--- src/rtl/reg_bus_xfer_ctrl.sv ---
// Sequencer for a bank of bus registers: MOV, LDI, SWAP and CLR through temp latches.
// Strobes are decoded from registered state only, so a register read and our own bus drive never overlap.
module reg_bus_xfer_ctrl #(
  parameter int ADDR_W = 5,
  parameter int DATA_W = 8,
  parameter int NREG   = 2**ADDR_W
) (
  input  logic              clk,
  input  logic              rst,
  input  logic              cmd_valid,
  output logic              cmd_ready,
  input  logic [1:0]        cmd_op,
  input  logic [ADDR_W-1:0] cmd_a,
  input  logic [ADDR_W-1:0] cmd_b,
  input  logic [DATA_W-1:0] cmd_imm,
  input  logic [DATA_W-1:0] bus_in,
  output logic [DATA_W-1:0] bus_out,
  output logic              bus_oe,
  output logic [NREG-1:0]   rd_en,
  output logic [NREG-1:0]   wr_en,
  output logic              busy,
  output logic              done,
  output logic [7:0]        xfer_count
);

  typedef enum logic [2:0] {IDLE, RD_A, RD_B, WR_A, WR_B} state_e;
  typedef enum logic [1:0] {OP_MOV = 2'b00, OP_LDI = 2'b01, OP_SWAP = 2'b10, OP_CLR = 2'b11} op_e;

  state_e              state_q;
  op_e                 op_q;
  logic [ADDR_W-1:0]   a_q, b_q;
  logic [DATA_W-1:0]   tmp0_q, tmp1_q;
  logic                done_q;
  logic [7:0]          count_q;

  always_ff @(posedge clk) begin
    if (rst) begin
      state_q <= IDLE;
      op_q    <= OP_MOV;
      a_q     <= '0;
      b_q     <= '0;
      tmp0_q  <= '0;
      tmp1_q  <= '0;
      done_q  <= 1'b0;
      count_q <= '0;
    end else begin
      done_q <= 1'b0;
      unique case (state_q)
        IDLE: begin
          if (cmd_valid) begin
            op_q <= op_e'(cmd_op);
            a_q  <= cmd_a;
            b_q  <= cmd_b;
            unique case (op_e'(cmd_op))
              OP_MOV, OP_SWAP: state_q <= RD_A;
              OP_LDI: begin
                tmp0_q  <= cmd_imm;
                state_q <= WR_B;
              end
              OP_CLR: begin
                tmp0_q  <= '0;
                state_q <= WR_B;
              end
              default: state_q <= IDLE;
            endcase
          end
        end
        RD_A: begin
          tmp0_q  <= bus_in;
          state_q <= (op_q == OP_SWAP) ? RD_B : WR_B;
        end
        RD_B: begin
          tmp1_q  <= bus_in;
          state_q <= WR_A;
        end
        WR_A: state_q <= WR_B;
        WR_B: begin
          state_q <= IDLE;
          done_q  <= 1'b1;
          count_q <= count_q + 8'd1;
        end
        default: state_q <= IDLE;
      endcase
    end
  end

  // WR_A writes back the second-read value into a; every other write uses tmp0.
  always_comb begin
    rd_en   = '0;
    wr_en   = '0;
    bus_oe  = 1'b0;
    bus_out = tmp0_q;
    unique case (state_q)
      RD_A: rd_en[a_q] = 1'b1;
      RD_B: rd_en[b_q] = 1'b1;
      WR_A: begin
        bus_oe     = 1'b1;
        bus_out    = tmp1_q;
        wr_en[a_q] = 1'b1;
      end
      WR_B: begin
        bus_oe     = 1'b1;
        wr_en[b_q] = 1'b1;
      end
      default: ;
    endcase
  end

  assign cmd_ready  = (state_q == IDLE);
  assign busy       = (state_q != IDLE);
  assign done       = done_q;
  assign xfer_count = count_q;

endmodule

--- config.mk ---
export PLATFORM = sky130hd
export DESIGN_NAME = reg_bus_xfer_ctrl
export DESIGN_NICKNAME = d
export VERILOG_FILES = /design/src/rtl/reg_bus_xfer_ctrl.sv
export SDC_FILE = /design/constraint.sdc
export NUM_CORES = 1
export LEC_CHECK = 0
export ABC_AREA = 1
export BUFFER_PORTS_ARGS = -buffer_cell sky130_fd_sc_hd__clkbuf_2
export CAP_MARGIN = 0
export CORE_ASPECT_RATIO = 0.8
export CORE_UTILIZATION = 40
export CTS_BUF_LIST = sky130_fd_sc_hd__clkbuf_8
export DETAILED_ROUTE_END_ITERATION = 10
export PLACE_DENSITY = 0.67
export SYNTH_ARGS = -nofsm -noshare
export SYNTH_HDL_FRONTEND = slang
export SYNTH_SLANG_ARGS = --single-unit
export TNS_END_PERCENT = 5
--- constraint.sdc ---
create_clock -name clk -period 2.3 [get_ports clk]
set_clock_uncertainty 0.2 [all_clocks]
set_input_delay 0.46 -clock clk [delete_from_list [all_inputs] [get_ports clk]]
set_output_delay 0.46 -clock clk [all_outputs]
set_load 0.1 [all_outputs]
==> results of run 1 <==
[metrics by stage]
step / setup WS, ns / total power, mW / setup TNS [ns] / cell area (um2) / hold WS, ns
after floorplan: -0.215 / 1.33 / -10.17 / 3050 / 0.233
after global placement: 0.0337 / 1.62 / 0 / 4990 / 0.249
after detailed placement: -0.0428 / 1.64 / -0.258 / 4990 / 0.268
after CTS: -0.0179 / 2.23 / -0.0810 / 5170 / 0.236
after global routing: -0.133 / 2.37 / -4.58 / 5250 / 0.259
final: -0.0880 / 2.29 / -2.15 / 5250 / 0.245
[power groups by stage]
stage	combinational, mW	sequential [mW]	clock (mW)
after floorplan	0.520	0.811	0
after global placement	0.828	0.789	0
after detailed placement	0.848	0.794	0
after CTS	0.866	0.785	0.578
after global routing	0.952	0.800	0.619
final	0.908	0.797	0.587
[synthesized netlist by cell type]
master and n:
nor2_1 33, nand3b_1 9, buf_2 16, o21a_1 1, nor2_2 2, nand3_1 19
nand2_2 1, o22ai_1 64, o21ai_0 29, nand4_1 2, inv_1 31, nand2_1 116
clkbuf_1 7, o211ai_1 1, ha_1 1, xor2_1 1, a21oi_1 28, nor2_4 1
inv_2 2, nand3_2 1, nor3_1 16, dfxtp_1 40
[worst reg2reg max path, cell delays in order, from the launching register on]
cell	delay, ns
dfxtp_2	0.37
inv_1	0.13
nand2_1	0.11
nor2_2	0.17
nand2_1	0.27
buf_4	0.28
o21ai_0	0.27
a21oi_1	0.10
[sequential cells by signal (all words and copies together) (netlist names)]
signal and cells:
tmp0_q 8, tmp1_q 8, xfer_count 8, a_q 5, b_q 5, state_q 3
op_q 2, done 1
[final cells by class]
class / instances / area, um2
Fill cell: 303 / 852
Tap cell: 81 / 101
Multi-Input combinational cell: 325 / 2110
Timing Repair Buffer: 146 / 1970
Sequential cell: 40 / 825
Clock buffer: 5 / 68.8
Inverter: 33 / 129
Clock inverter: 3 / 42.5
[routing by layer]
layer  global-route usage [%]  up-vias  wire [um]
met5                        0        -          0
met4                     10.1        0        610
met3                     6.54       68       1160
met2                     59.3      268       5990
met1                     43.9     1832       4780
li1                         -     1716          -
[what timing repair did]
item                       in CTS  in global routing
buffers inserted                1                  0
gates cloned                    0                  1
hold endpoints to repair        0                  0
gates resized for setup        23                 18
pin swaps                       3                  7
setup endpoints to repair      61                 73
[final timing paths]
| kind | from | to | slack [ns] | cells past startpoint |
|---|---|---|---|---|
| setup / recovery | b_q[2] | wr_en[3] | -0.09 | 5 |
| setup reg to reg | state_q[1] | b_q[4] | 0.28 | 7 |
| hold reg to reg | tmp1_q[0] | tmp1_q[0] | 0.28 | 2 |
| hold / removal | rst | xfer_count[0] | 0.25 | 2 |
[logic make-up (layout without fill, tap and decap cells)]
| family | count (synthesis) | after routing | synth area share [%] |
|---|---|---|---|
| fa+ha+maj | 1 | 1 | 0.480 |
| simple gates | 200 | 200 | 32.8 |
| xor+xnor | 1 | 1 | 0.336 |
| buf+inv | 56 | 187 | 8.83 |
| flops | 40 | 40 | 30.7 |
| compound gates | 123 | 123 | 26.9 |
==> run summary, run 1 <==
IO buf count -> 114
DR pass1 iterations -> 5
Hold_buf cts -> 0
Area grow syn2layout -> 101%
Drt drc -> 0
Clock Pin Slew Worst Setup and Hold Paths -> 0.08 ns
Max cap viols -> 0
Tcrit/Tclk final -> 104%
PD cells -> 437 nW/um2
Initial antenna violation count -> 0
Routed Antenna Nets -> 0
Register area share after synthesis -> 30.7%
DR vias -> 3,884
Initial core utilization -> 42.7%
Clk Latency, worst-skew pair -> 0.30 ns
Max Freq -> 419 MHz
Fin. Hold Viols -> 0
Commonest cells after routing, fill and taps aside -> 112 x nand2_1, 76 x buf_12, 64 x o22ai_2
Largest net degree at the start of global routing -> 52
H-Tree Depth -> 2
Peak VDD IR -> 0.000536 V
Synth top area cells -> dfxtp_1 31%, nand2_1 17%, o22ai_1 15%
Placeable Area -> 6100 um2
Clk root buf -> clkbuf_8
RSZ-0062 raised after global routing -> true
Die ar. -> 6850 um2
Layout cells sized above 1 -> 48.0%
Pleak -> 1.94 nW
Mapped Area -> 2610 um2
ANT cells -> 0
Failing checks -> negative setup slack
Clk pwr share -> 25.6%
Worst path max stage delay -> 0.37 ns
Worst path cell trace -> nor3_1 -> buf_4 -> nand2_1 -> o22ai_2 -> buf_12
Finished Core Util -> 86.0%
Cells after Synth -> 421
Reg power frac -> 34.8%
Sw Ratio -> 41.2%
Die H -> 74.2 um
Slew HR -> 63.4%
Die X-Extent -> 92.3 um
Synth area leader -> dfxtp_1
First-pass GRT wire length -> 18,500 um
Synth unique cells -> 22
DR WL/cell -> 19.8 um
Cells after DPL -> 623
CP Data Arrival Time -> 1.73 ns
Inserted Clock Buffers -> 5
DP Wirelength -> 8270 um
Largest delay share family, worst path -> simple AND/OR/NAND/NOR gates
Worst-Margin Slew -> 0.552 ns
Crit-path max FO -> 5
Drt total wl -> 12,500 um
Tot GR Track Use -> 34.2%
GRT overflow -> 0
Clk sinks -> 40
Combinational Power Share -> 39.6%
Crit end category -> primary output
CTS tree -> done
Synth top area share -> 30.7%
CP Data Required Time -> 1.64 ns
YS warnings -> 0
Non-filler cells in the finished layout -> 633
Syn Nets -> 453
Status -> finished with violations
Crit path buf inv count -> 2
Min-Delay Path Class -> input pin to flop
Slowest library cell on the worst path -> dfxtp_2
Vias in the first global route -> 3,634
Max-slew violation count -> 0
Layout Nets -> 583
Crit Path Category -> flop to primary output
Min Clock Period, post-route -> 2.39 ns
Final setup margin -> -0.0880 ns
# setup viols final -> 56
Avg Inst Size Synth -> 6.19 um2
I/O pin count -> 115
Drt via density -> 6.14
Cell Rows -> 25
Worst setup SP type -> flop
Initial DRC Count -> 468
Bufs on Longest Clock Path -> 2
Most common cell after layout, fill and taps aside -> nand2_1
#FFs+latches synth -> 40
Pint -> 1.35 mW
Psw -> 943 uW
RD Place Congestion -> 0.869
Note: power is estimated with default switching activity, not from simulation.
==> run 2: changes to the inputs <==
--- a/config.mk
+++ b/config.mk
@@ -10,8 +10,8 @@
 export CAP_MARGIN = 0
 export CORE_ASPECT_RATIO = 0.8
-export CORE_UTILIZATION = 40
+export CORE_UTILIZATION = 45
 export CTS_BUF_LIST = sky130_fd_sc_hd__clkbuf_8
 export DETAILED_ROUTE_END_ITERATION = 10
-export PLACE_DENSITY = 0.67
+export PLACE_DENSITY = 0.75
 export SYNTH_ARGS = -nofsm -noshare
 export SYNTH_HDL_FRONTEND = slang
--- a/constraint.sdc
+++ b/constraint.sdc
@@ -3,3 +3,3 @@
 set_input_delay 0.46 -clock clk [delete_from_list [all_inputs] [get_ports clk]]
 set_output_delay 0.46 -clock clk [all_outputs]
-set_load 0.1 [all_outputs]
+set_load 0.05 [all_outputs]
==> run summary, run 2 (synthesized netlist as in run 1, its figures left out) <==
Status -> finished with violations (unchanged)
Failing checks -> negative setup slack (unchanged)
Reg2reg end -> a_q[3] (was b_q[4])
Worst path max stage delay -> 0.39 ns (was 0.37 ns)
Psw -> 708 uW (was 943 uW)
I/O pin count -> 115 (unchanged)
Tcrit/Tclk final -> 105% (was 104%)
Max-slew violation count -> 0 (unchanged)
Die H -> 70.1 um (was 74.2 um)
DP Wirelength -> 6640 um (was 8270 um)
Bufs on Longest Clock Path -> 2 (unchanged)
Non-filler cells in the finished layout -> 629 (was 633)
Largest delay share family, worst path -> buffers and inverters (was simple AND/OR/NAND/NOR gates)
Commonest cells after routing, fill and taps aside -> 115 x nand2_1, 69 x buf_4, 44 x clkbuf_2 (was 112 x nand2_1, 76 x buf_12, 64 x o22ai_2)
Sw Ratio -> 34.9% (was 41.2%)
Area grow syn2layout -> 59.9% (was 101%)
CP Launch Point -> b_q[3] (was b_q[2])
Initial antenna violation count -> 0 (unchanged)
Crit path buf inv count -> 3 (was 2)
Worst hold endpoint -> op_q[1] (was xfer_count[0])
Worst setup SP type -> flop (unchanged)
DR WL/cell -> 15.7 um (was 19.8 um)
Reg2reg setup slack -> 0.36 ns (was 0.28 ns)
Min-Delay Path Class -> input pin to flop (unchanged)
Final setup margin -> -0.116 ns (was -0.0880 ns)
Reg power frac -> 38.7% (was 34.8%)
Layout Nets -> 582 (was 583)
Finished Core Util -> 75.5% (was 86.0%)
Peak VDD IR -> 0.000432 V (was 0.000536 V)
CP Data Arrival Time -> 1.76 ns (was 1.73 ns)
WHS Path Cells -> 3 (was 2)
CTS tree -> done (unchanged)
Initial DRC Count -> 502 (was 468)
CP Data Required Time -> 1.64 ns (about the same)
Crit-path max FO -> 5 (unchanged)
IO buf count -> 114 (unchanged)
Hold_buf cts -> 0 (unchanged)
Die ar. -> 6100 um2 (was 6850 um2)
Most common cell after layout, fill and taps aside -> nand2_1 (unchanged)
Drt drc -> 0 (unchanged)
Routed Antenna Nets -> 0 (unchanged)
DP Area -> 3650 um2 (was 4990 um2)
Total Power -> 2.03 mW (was 2.29 mW)
R2r startpoint -> state_q[0] (was state_q[1])
Clk sinks -> 40 (unchanged)
Worst-Margin Slew -> 0.650 ns (was 0.552 ns)
Worst path cell trace -> inv_1 -> nor3_1 -> buf_4 -> nand2_1 -> o22ai_1 -> buf_4 (was nor3_1 -> buf_4 -> nand2_1 -> o22ai_2 -> buf_12)
Clk Latency, worst-skew pair -> 0.29 ns (was 0.30 ns)
GRT overflow -> 0 (unchanged)
Clk pwr share -> 31.0% (was 25.6%)
RSZ-0062 raised after global routing -> true (unchanged)
Worst Reg2Reg Path Length in Cells -> 6 (was 7)
Min Clock Period, post-route -> 2.42 ns (was 2.39 ns)
Cell Rows -> 24 (was 25)
Drt total wl -> 9860 um (was 12,500 um)
Initial core utilization -> 47.2% (was 42.7%)
Slew HR -> 56.6% (was 63.4%)
Pint -> 1.32 mW (was 1.35 mW)
First-pass GRT wire length -> 15,000 um (was 18,500 um)
Most frequent CP cell -> buf_4
Tot GR Track Use -> 30.6% (was 34.2%)
Die X-Extent -> 87.1 um (was 92.3 um)
Clock Pin Slew Worst Setup and Hold Paths -> 0.08 ns (about the same)
ANT cells -> 0 (unchanged)
Pleak -> 1.74 nW (was 1.94 nW)
Largest net degree at the start of global routing -> 34 (was 52)
# setup viols final -> 3 (was 56)
PD cells -> 486 nW/um2 (was 437 nW/um2)
WHS -> 0.234 ns (was 0.245 ns)
Crit end category -> primary output (unchanged)
Combinational Power Share -> 30.3% (was 39.6%)
Layout cells sized above 1 -> 36.7% (was 48.0%)
H-Tree Depth -> 2 (unchanged)
Inserted Clock Buffers -> 5 (unchanged)
DR vias -> 3,677 (was 3,884)
Slowest library cell on the worst path -> dfxtp_4 (was dfxtp_2)
Fin. Hold Viols -> 0 (unchanged)
Drt via density -> 5.85 (was 6.14)
RD Place Congestion -> 0.901 (was 0.869)
Vias in the first global route -> 3,198 (was 3,634)
Max Freq -> 414 MHz (was 419 MHz)
Worst Hold Launch -> cmd_op[1] (was rst)
Clk root buf -> clkbuf_8 (unchanged)
Placeable Area -> 5530 um2 (was 6100 um2)
DR pass1 iterations -> 5 (unchanged)
Max cap viols -> 0 (unchanged)
Cells after DPL -> 621 (was 623)
Crit Path Category -> flop to primary output (unchanged)
Fin area -> 4170 um2 (was 5250 um2)
[run 2: cell type report]
cell class	count	area, um2
fill	437	1360
inverter	33	124
clock buffer	7	96.3
tap	78	97.6
multi-input combinational	325	1760
timing repair buffer	145	1240
clock inverter	1	30.0
sequential	40	821
[run 2: power groups by stage]
stage / Combinational (mW) / Clock [mW] / Sequential, mW
6_report: 0.614 / 0.629 / 0.785
3_5_place_dp: 0.569 / 0 / 0.793
3_3_place_gp: 0.561 / 0 / 0.789
4_1_cts: 0.581 / 0.631 / 0.780
2_1_floorplan: 0.363 / 0 / 0.797
5_1_grt: 0.657 / 0.661 / 0.791
[run 2: timing repair]
action,in CTS,in global routing
setup buffers,0,0
resized for setup,61,110
gates cloned,0,0
pin swaps,0,3
endpoints found under the setup margin,65,72
[run 2: worst max-delay path by stage]
stage                 end  depth (start not counted)
5_1_grt          wr_en[9]                          6
4_1_cts         rd_en[27]                          6
3_3_place_gp    wr_en[14]                          5
3_5_place_dp    wr_en[24]                          6
2_1_floorplan  bus_out[0]                          4
6_report         wr_en[9]                          6
[run 2: through the flow]
| step | worst slack [ns] | TNS [ns] |
|---|---|---|
| floorplan | -0.237 | -3.20 |
| global placement | 0.243 | 0 |
| detailed placement | 0.145 | 0 |
| CTS | -0.0621 | -0.155 |
| global route | -0.193 | -2.10 |
| finish | -0.116 | -0.183 |
[run 2: per-layer routing]
layer | global-route usage (%) | part of all wire (%)
met2 | 46.4 | 45
met5 | 0 | 0
met1 | 43.0 | 42
met3 | 5.56 | 9.2
met4 | 11.8 | 3.9
[run 2: worst min-delay path, stage by stage]
cell      delay [ns]
clkbuf_2        0.09
nand3_1         0.07
a21oi_1         0.06
